===== src/rtl/alu_pkg.sv =====
// Shared types for alu_pipe: op codes, FSM states and the registered flag bundle.
package alu_pkg;

  typedef enum logic [3:0] {
    OP_AND  = 4'd0,
    OP_OR   = 4'd1,
    OP_ADD  = 4'd2,
    OP_SUB  = 4'd3,
    OP_XOR  = 4'd4,
    OP_NOR  = 4'd5,
    OP_NAND = 4'd6,
    OP_NOTA = 4'd7,
    OP_SHL  = 4'd8,
    OP_SHR  = 4'd9,
    OP_MUL  = 4'd10
  } op_e;

  typedef enum logic {
    S_IDLE     = 1'b0,
    S_MUL_BUSY = 1'b1
  } state_e;

  typedef struct packed {
    logic zero;
    logic neg;
    logic carry;
    logic ovf;
    logic err;
  } flags_t;

endpackage


===== src/rtl/alu_mul_seq.sv =====
// Iterative shift-add multiplier, one partial product per cycle, WIDTH cycles per product.
// Only compiled when ALU_PIPE_MUL_EN is defined.
`ifdef ALU_PIPE_MUL_EN
module alu_mul_seq #(
  parameter int WIDTH = 8
) (
  input  logic               clk,
  input  logic               rst_n,
  input  logic               start,
  input  logic [WIDTH-1:0]   a,
  input  logic [WIDTH-1:0]   b,
  output logic               done,
  output logic [2*WIDTH-1:0] product
);
  localparam int CW = $clog2(WIDTH);
  localparam logic [CW-1:0] LAST = CW'(WIDTH - 1);

  logic               busy_q;
  logic [CW-1:0]      cnt_q;
  logic [2*WIDTH-1:0] mcand_q;
  logic [2*WIDTH-1:0] acc_q;
  logic [WIDTH-1:0]   mplier_q;
  logic [2*WIDTH-1:0] acc_d;

  // The final partial product is folded in combinationally so the top can
  // capture the full product on the edge that ends the last busy cycle.
  assign acc_d   = acc_q + (mplier_q[0] ? mcand_q : '0);
  assign done    = busy_q && (cnt_q == LAST);
  assign product = acc_d;

  always_ff @(posedge clk or negedge rst_n) begin
    if (!rst_n) begin
      busy_q   <= 1'b0;
      cnt_q    <= '0;
      mcand_q  <= '0;
      acc_q    <= '0;
      mplier_q <= '0;
    end else if (start) begin
      busy_q   <= 1'b1;
      cnt_q    <= '0;
      mcand_q  <= {{WIDTH{1'b0}}, a};
      acc_q    <= '0;
      mplier_q <= b;
    end else if (busy_q) begin
      acc_q    <= acc_d;
      mcand_q  <= mcand_q << 1;
      mplier_q <= mplier_q >> 1;
      cnt_q    <= cnt_q + 1'b1;
      if (done) busy_q <= 1'b0;
    end
  end

endmodule
`endif


===== src/rtl/alu_pipe.sv =====
// Single-stage registered ALU with valid/ready handshakes on both sides.
// Define ALU_PIPE_MUL_EN to enable op 10 (MUL) via alu_mul_seq; otherwise op 10 is illegal.
module alu_pipe
  import alu_pkg::*;
#(
  parameter int WIDTH = 8,
  parameter int SHW   = $clog2(WIDTH)
) (
  input  logic             clk,
  input  logic             rst_n,
  input  logic             in_valid,
  output logic             in_ready,
  input  logic [WIDTH-1:0] a,
  input  logic [WIDTH-1:0] b,
  input  logic [3:0]       op,
  output logic             out_valid,
  input  logic             out_ready,
  output logic [WIDTH-1:0] result,
  output logic             zero,
  output logic             neg,
  output logic             carry,
  output logic             ovf,
  output logic             err
);
  state_e             state_q;
  logic               out_valid_q;
  logic [WIDTH-1:0]   result_q;
  flags_t             flags_q;
  logic [WIDTH-1:0]   res_d;
  flags_t             flags_d;
  flags_t             mul_flags_d;
  logic               accept;
  logic [WIDTH:0]     sum;
  logic [WIDTH:0]     diff;
  logic               mul_start;
  logic               mul_done;
  logic [2*WIDTH-1:0] mul_prod;

  assign in_ready = (state_q == S_IDLE) && (!out_valid_q || out_ready);
  assign accept   = in_valid && in_ready;
  assign sum      = {1'b0, a} + {1'b0, b};
  assign diff     = {1'b0, a} - {1'b0, b};

`ifdef ALU_PIPE_MUL_EN
  assign mul_start = accept && (op == OP_MUL);

  alu_mul_seq #(.WIDTH(WIDTH)) u_mul (
    .clk     (clk),
    .rst_n   (rst_n),
    .start   (mul_start),
    .a       (a),
    .b       (b),
    .done    (mul_done),
    .product (mul_prod)
  );
`else
  assign mul_start = 1'b0;
  assign mul_done  = 1'b0;
  assign mul_prod  = '0;
`endif

  always_comb begin
    res_d   = '0;
    flags_d = '0;
    case (op)
      OP_AND:  res_d = a & b;
      OP_OR:   res_d = a | b;
      OP_ADD: begin
        res_d         = sum[WIDTH-1:0];
        flags_d.carry = sum[WIDTH];
        flags_d.ovf   = (a[WIDTH-1] == b[WIDTH-1]) && (sum[WIDTH-1] != a[WIDTH-1]);
      end
      OP_SUB: begin
        res_d         = diff[WIDTH-1:0];
        flags_d.carry = diff[WIDTH];
        flags_d.ovf   = (a[WIDTH-1] != b[WIDTH-1]) && (diff[WIDTH-1] != a[WIDTH-1]);
      end
      OP_XOR:  res_d = a ^ b;
      OP_NOR:  res_d = ~(a | b);
      OP_NAND: res_d = ~(a & b);
      OP_NOTA: res_d = ~a;
      OP_SHL:  res_d = a << b[SHW-1:0];
      OP_SHR:  res_d = a >> b[SHW-1:0];
`ifdef ALU_PIPE_MUL_EN
      OP_MUL:  res_d = '0;
`endif
      default: flags_d.err = 1'b1;
    endcase
    flags_d.zero = (res_d == '0);
    flags_d.neg  = res_d[WIDTH-1];
  end

  always_comb begin
    mul_flags_d       = '0;
    mul_flags_d.zero  = (mul_prod[WIDTH-1:0] == '0);
    mul_flags_d.neg   = mul_prod[WIDTH-1];
    mul_flags_d.carry = |mul_prod[2*WIDTH-1:WIDTH];
  end

  always_ff @(posedge clk or negedge rst_n) begin
    if (!rst_n) begin
      state_q     <= S_IDLE;
      out_valid_q <= 1'b0;
      result_q    <= '0;
      flags_q     <= '0;
    end else begin
      case (state_q)
        S_IDLE: begin
          if (accept && mul_start) begin
            state_q     <= S_MUL_BUSY;
            out_valid_q <= 1'b0;
          end else if (accept) begin
            result_q    <= res_d;
            flags_q     <= flags_d;
            out_valid_q <= 1'b1;
          end else if (out_ready) begin
            out_valid_q <= 1'b0;
          end
        end
        S_MUL_BUSY: begin
          if (mul_done) begin
            state_q     <= S_IDLE;
            result_q    <= mul_prod[WIDTH-1:0];
            flags_q     <= mul_flags_d;
            out_valid_q <= 1'b1;
          end
        end
        default: state_q <= S_IDLE;
      endcase
    end
  end

  assign out_valid = out_valid_q;
  assign result    = result_q;
  assign zero      = flags_q.zero;
  assign neg       = flags_q.neg;
  assign carry     = flags_q.carry;
  assign ovf       = flags_q.ovf;
  assign err       = flags_q.err;

endmodule


===== config.mk =====
export PLATFORM = sky130hd
export DESIGN_NAME = alu_pipe
export DESIGN_NICKNAME = d
export VERILOG_FILES = /design/src/rtl/alu_pkg.sv /design/src/rtl/alu_mul_seq.sv /design/src/rtl/alu_pipe.sv
export SDC_FILE = /design/constraint.sdc
export NUM_CORES = 1
export LEC_CHECK = 0
export CAP_MARGIN = 15
export CELL_PAD_IN_SITES_DETAIL_PLACEMENT = 0
export CELL_PAD_IN_SITES_GLOBAL_PLACEMENT = 2
export CORE_MARGIN = 2
export CORE_UTILIZATION = 32
export DETAILED_ROUTE_END_ITERATION = 6
export PLACE_DENSITY_LB_ADDON = 0.1
export SLEW_MARGIN = 10
export SYNTH_ARGS = -nofsm -noshare
export SYNTH_HDL_FRONTEND = slang
export SYNTH_SLANG_ARGS = --single-unit

===== constraint.sdc =====
create_clock -name clk -period 2.25 [get_ports clk]
set_input_delay 0.3375 -clock clk [delete_from_list [all_inputs] [get_ports clk]]
set_output_delay 0.3375 -clock clk [all_outputs]
set_load 0.03 [all_outputs]

Yosys cells after proc, flatten, opt, wreduce, memory -nomap -nowiden
Cells that the tools add are included.
{"block": "totals", "regBits": 15, "in_bits": 24, "out_inout_bits": 15, "elab_cells": 56}
{"block": "classes", "n_addsub": 2, "eq_ne": 15, "n_shift": 2, "muxes": 11, "bitwise_logic": 7, "n_reduce_logical": 11}
{"op": "8-bit case mux with 10 select lines", "count": 1}
{"op": "8-bit inverter", "count": 3}
{"op": "4-bit by 3-bit == test with 1-bit output, second input constant", "count": 4}
{"op": "8-bit 2-to-1 mux", "count": 2}
{"op": "5-bit 2-to-1 mux", "count": 2}
{"op": "10-bit OR reduction", "count": 1}
{"op": "8-bit by 8-bit adder with 9-bit output", "count": 1}
{"op": "8-bit by 8-bit subtractor with 9-bit output", "count": 1}
{"op": "8-bit AND", "count": 1}
{"op": "4-bit by 2-bit == test with 1-bit output, second input constant", "count": 2}
{"op": "4-bit == test, second input constant", "count": 2}
{"op": "8-bit logical NOT", "count": 1}
{"op": "8-bit bitwise OR", "count": 1}
{"op": "8-bit by 3-bit left shift with 8-bit output", "count": 1}
{"op": "8-bit by 3-bit >> shifter with 8-bit output", "count": 1}
{"op": "8-bit XOR", "count": 1}
{"op": "4-bit by 1-bit == test with 1-bit output, second input constant", "count": 1}
{"op": "1-bit logical AND", "count": 4}
{"op": "4-bit logical NOT", "count": 1}
{"op": "1-bit 2-to-1 mux", "count": 4}
{"op": "2-bit case mux with 2 select lines", "count": 1}
{"op": "2-bit AND reduction", "count": 2}
{"op": "1-bit != test", "count": 3}
{"op": "3-bit != test, second input constant", "count": 1}
{"op": "other kinds (6)", "count": 6}

Longest topological paths before layout
{"block": "logic_depth", "depth_word": 6, "ltp_mapped": 12, "mapped_depth_nobuf": 10}

Worst setup path after synthesis
OpenSTA, ideal clock, no wires.
{"block": "synth_path", "kind": "input to register", "startpoint": "input port b[1]", "endpoint": "register flags_q (netlist bit zero)", "setup_time_ns": 0.104, "arrival_ns": 2.424, "required_time_ns": 2.146, "path_slack_ns": -0.277, "stages": 11, "n_path_buf": 3, "path_cell_list": "buf_6 > buf_4 > buf_4 > inv_1 > ha_1 > a21o_1 > nand4_1 > nand3b_1 > a221o_1 > a211o_1 > o41ai_2"}
{"block": "synth_between", "elab_chain_len": 6, "word_cells_on_any_way": 13, "classes_between": "2 x add/sub; 2 x shift; 3 x mux; 5 x bitwise; 1 x reduce/logical"}
{"element": "start, declared", "line_no": "alu_pipe.sv:14", "source": "input logic [WIDTH-1:0] b,"}
{"element": "branches (longest 2 deep; another with 8-bit by 8-bit subtractor with 9-bit output)"}
{"element": "8-bit case mux with 10 select lines *", "line_no": "alu_pipe.sv:65", "source": "case (op)"}
{"element": "8-bit logical NOT *", "line_no": "alu_pipe.sv:89", "source": "flags_d.zero = (res_d == '0);"}
{"element": "5-bit 2-to-1 mux *", "line_no": "alu_pipe.sv:112", "source": "end else if (accept) begin"}
{"element": "5-bit 2-to-1 mux *", "line_no": "alu_pipe.sv:107", "source": "case (state_q)"}
{"element": "end signal, assigned", "line_no": "alu_pipe.sv:114", "source": "flags_q <= flags_d;"}
{"element": "end signal, assigned", "line_no": "alu_pipe.sv:124", "source": "flags_q <= mul_flags_d;"}
{"element": "end, declared", "line_no": "alu_pipe.sv:28", "source": "flags_t flags_q;"}
Every way passes the cells marked *. The select of a mux whose other input is x is not followed.
A chain may end at the register's enable or synchronous reset.

Final worst setup path
{"block": "layout_path", "startpoint": "input port b[0]", "endpoint": "register flags_q (netlist bit zero)"}
Same word-level chain as after synthesis.

==> results.md <==
* Gr usage total at 23.2%
* RSZ-0062 raised after global routing: yes
* Commonest non-fill, non-tap cell in the layout: buf_4
* Hold-fix buffers at CTS at 0
* CP Max Fanout at 3
* Net Count, Synth at 370
* Clock slew at reported path FFs at 60 ps
* Skew-Pair Late Insertion Delay at 250 ps
* FP Rows at 32
* CORE AREA at 0.00765 mm^2
* CTS Buf Count at 3
* CTS tree: yes
* Critical path capture point type: register
* Post-Route Utilization at 54.6%
* # DRC at 0
* Most frequent cells in the layout: buf_4, nand2_1, clkdlybuf4s50_1
* Status: finished, violations left
* Initial core utilization at 32.7%
* Horiz. Die Dim at 92.4 um
* Worst setup SP type: primary input
* Routed length per instance at 17.3 um
* Synth cell types at 64
* Final Cycle Share at 103%
* Area Overhead vs Synth at 66.8%
* Root Buffer: clkbuf_8
* Final min period at 2320 ps
* Largest net degree at the start of global routing at 21
* First-pass GRT wire length at 15.4 mm
* Power Total at 0.00145 W
* Post-DP HPWL at 7.62 mm
* H-tree depth at 1
* Reg2Reg Depth at 7
* Main flop type after synthesis: dfrtp_1
* Initial DRC Count at 120
* Clock sink count at 13
* Synth area leader: ha_1
* # diodes at 0
* Layout cells sized above 1 at 42.9%
* PortBufs at 38
* Clock skew at 3.71 ps
* TritonRoute pass-1 iters at 4
* Max Cap Viol at 0
* I/O pin cnt at 39
* Final Hold Viols at 0
* Setup WS pre-CTS at -960 ps
* Final setup violation count at 2
* Final GP Congestion at 0.948
* Final Slew Violations at 0
* Post-synth EDFFs at 0
* Share of the synthesized area in the top cell type at 13.5%
* Vias in the first global route at 2960
* Vias per Instance at 5.32
* CP Data Arrival Time at 2460 ps
* DIE AREA at 0.00854 mm^2
* Die Y-Extent at 92.4 um
* Synth area leaders: ha_1, dfrtp_1, nand2_1
* Sequential share of the synthesized area at 13.0%
* Fin worst setup slack at -65.7 ps
* Synth Register Bits at 13
* DR vias at 2962
* Avg Cell Area, Syn at 7.89 um^2
* Final wirelength at 9.64 mm
* Nets at 509
* GRT overflow at 0
* Hold/Removal Path Class: primary input to async pin
* Power Density at 348 mW/mm^2
* Post-synthesis cell count at 317
* Clock Tree Buf Depth at 2
* Leakage Power at 1.86 nW
* Synthesized area at 0.00250 mm^2
* Share of async-settable or async-resettable flops after synthesis at 100%
* Worst-Margin Slew at 571 ps
* Relative slew slack at 61.8%
* Warning count from the yosys run at 0
* WS Path Type: primary input to register
* Fmax at 0.432 GHz
* Initial antenna violation count at 0
* Max VDD drop at 0.000165 V
* Final antenna-violating net count at 0
* Failing checks: negative setup slack
* Data required time of the worst path at 2390 ps
-- worst paths after layout --
check,slack [ps],startpoint,endpoint
hold reg to reg,480,result[3],result[3]
min in group clk,480,result[3],result[3]
hold / removal,460,rst_n,err
setup reg to reg,460,out_valid,zero
max in group asynchronous,1420,rst_n,zero
setup / recovery,-70,b[0],zero
-- flip-flops by register name, indices dropped and copies added (netlist names) --
| signal | flops |
|---|---|
| carry | 1 |
| err | 1 |
| out_valid | 1 |
| ovf | 1 |
| result | 8 |
| zero | 1 |
-- critical path: stages --
cell and delay [ps]:
buf_12 110, ha_4 150, fa_2 380, a211oi_4 250, nor2_2 80, a221o_1 360
a211oi_2 280, nand4_1 150, o41ai_2 360
-- report_power, final --
part	internal, W	switching [W]	total (W)
registers	0.000265	0.0000177	0.000283
clock network	0.000125	0.0000849	0.000210
logic	0.000489	0.000472	0.000961
-- synthesized netlist by cell type, types with 5 or more instances --
cell / number
a21oi_1: 14
a22o_1: 6
a31oi_1: 5
buf_2: 11
buf_4: 7
dfrtp_1: 13
ha_1: 27
inv_1: 23
mux2i_1: 8
nand2_1: 28
nand2b_1: 9
nand3_1: 6
nand4_1: 5
nor2_1: 20
nor3_1: 13
o211ai_1: 7
o21ai_0: 12
o22ai_1: 6
xnor2_1: 10
-- what timing repair did --
action	in CTS	in global routing
pin swaps	28	16
endpoints found under the hold margin	0	0
cloned	1	0
gates resized for setup	94	29
setup buffers	16	2
endpoints found under the setup margin	11	7
-- routing by layer --
metal | part of all wire [%] | track usage [%] | vias to the layer above
li1 | - | - | 1458
met1 | 46 | 31.8 | 1417
met2 | 49 | 38.9 | 78
met3 | 4.0 | 1.71 | 9
met4 | 1.2 | 6.72 | 0
met5 | 0 | 0 | -
-- kinds of logic (layout without fill, tap and decap cells) --
group,count (synthesis),count (layout),share of synthesized area [%]
simple gates,101,101,20.4
fa+ha+maj,29,29,15.1
mux,16,16,8.75
flops,13,13,13.0
compound gates,98,98,28.9
xor+xnor,12,12,4.20
buf+inv,48,186,9.70
-- per-stage QoR --
stage                     area [um^2]  cells  hold WS (ps)  TNS, ps
after floorplan                  2520    317          41.9    -81.4
after global placement           3660    535           458    -6810
after detailed placement         3660    535           474    -7250
after CTS                        4080    556           482    -34.4
after global routing             4170    557           514     -211
final                            4170    557           457    -73.1
-- cell type report --
class | count | area [um^2]
Sequential cell | 13 | 325
Inverter | 25 | 100
Multi-Input combinational cell | 256 | 2220
Fill cell | 776 | 3470
Tap cell | 102 | 128
Clock buffer | 4 | 45.0
Timing Repair Buffer | 157 | 1360
Note: power is estimated with default switching activity, not from simulation.
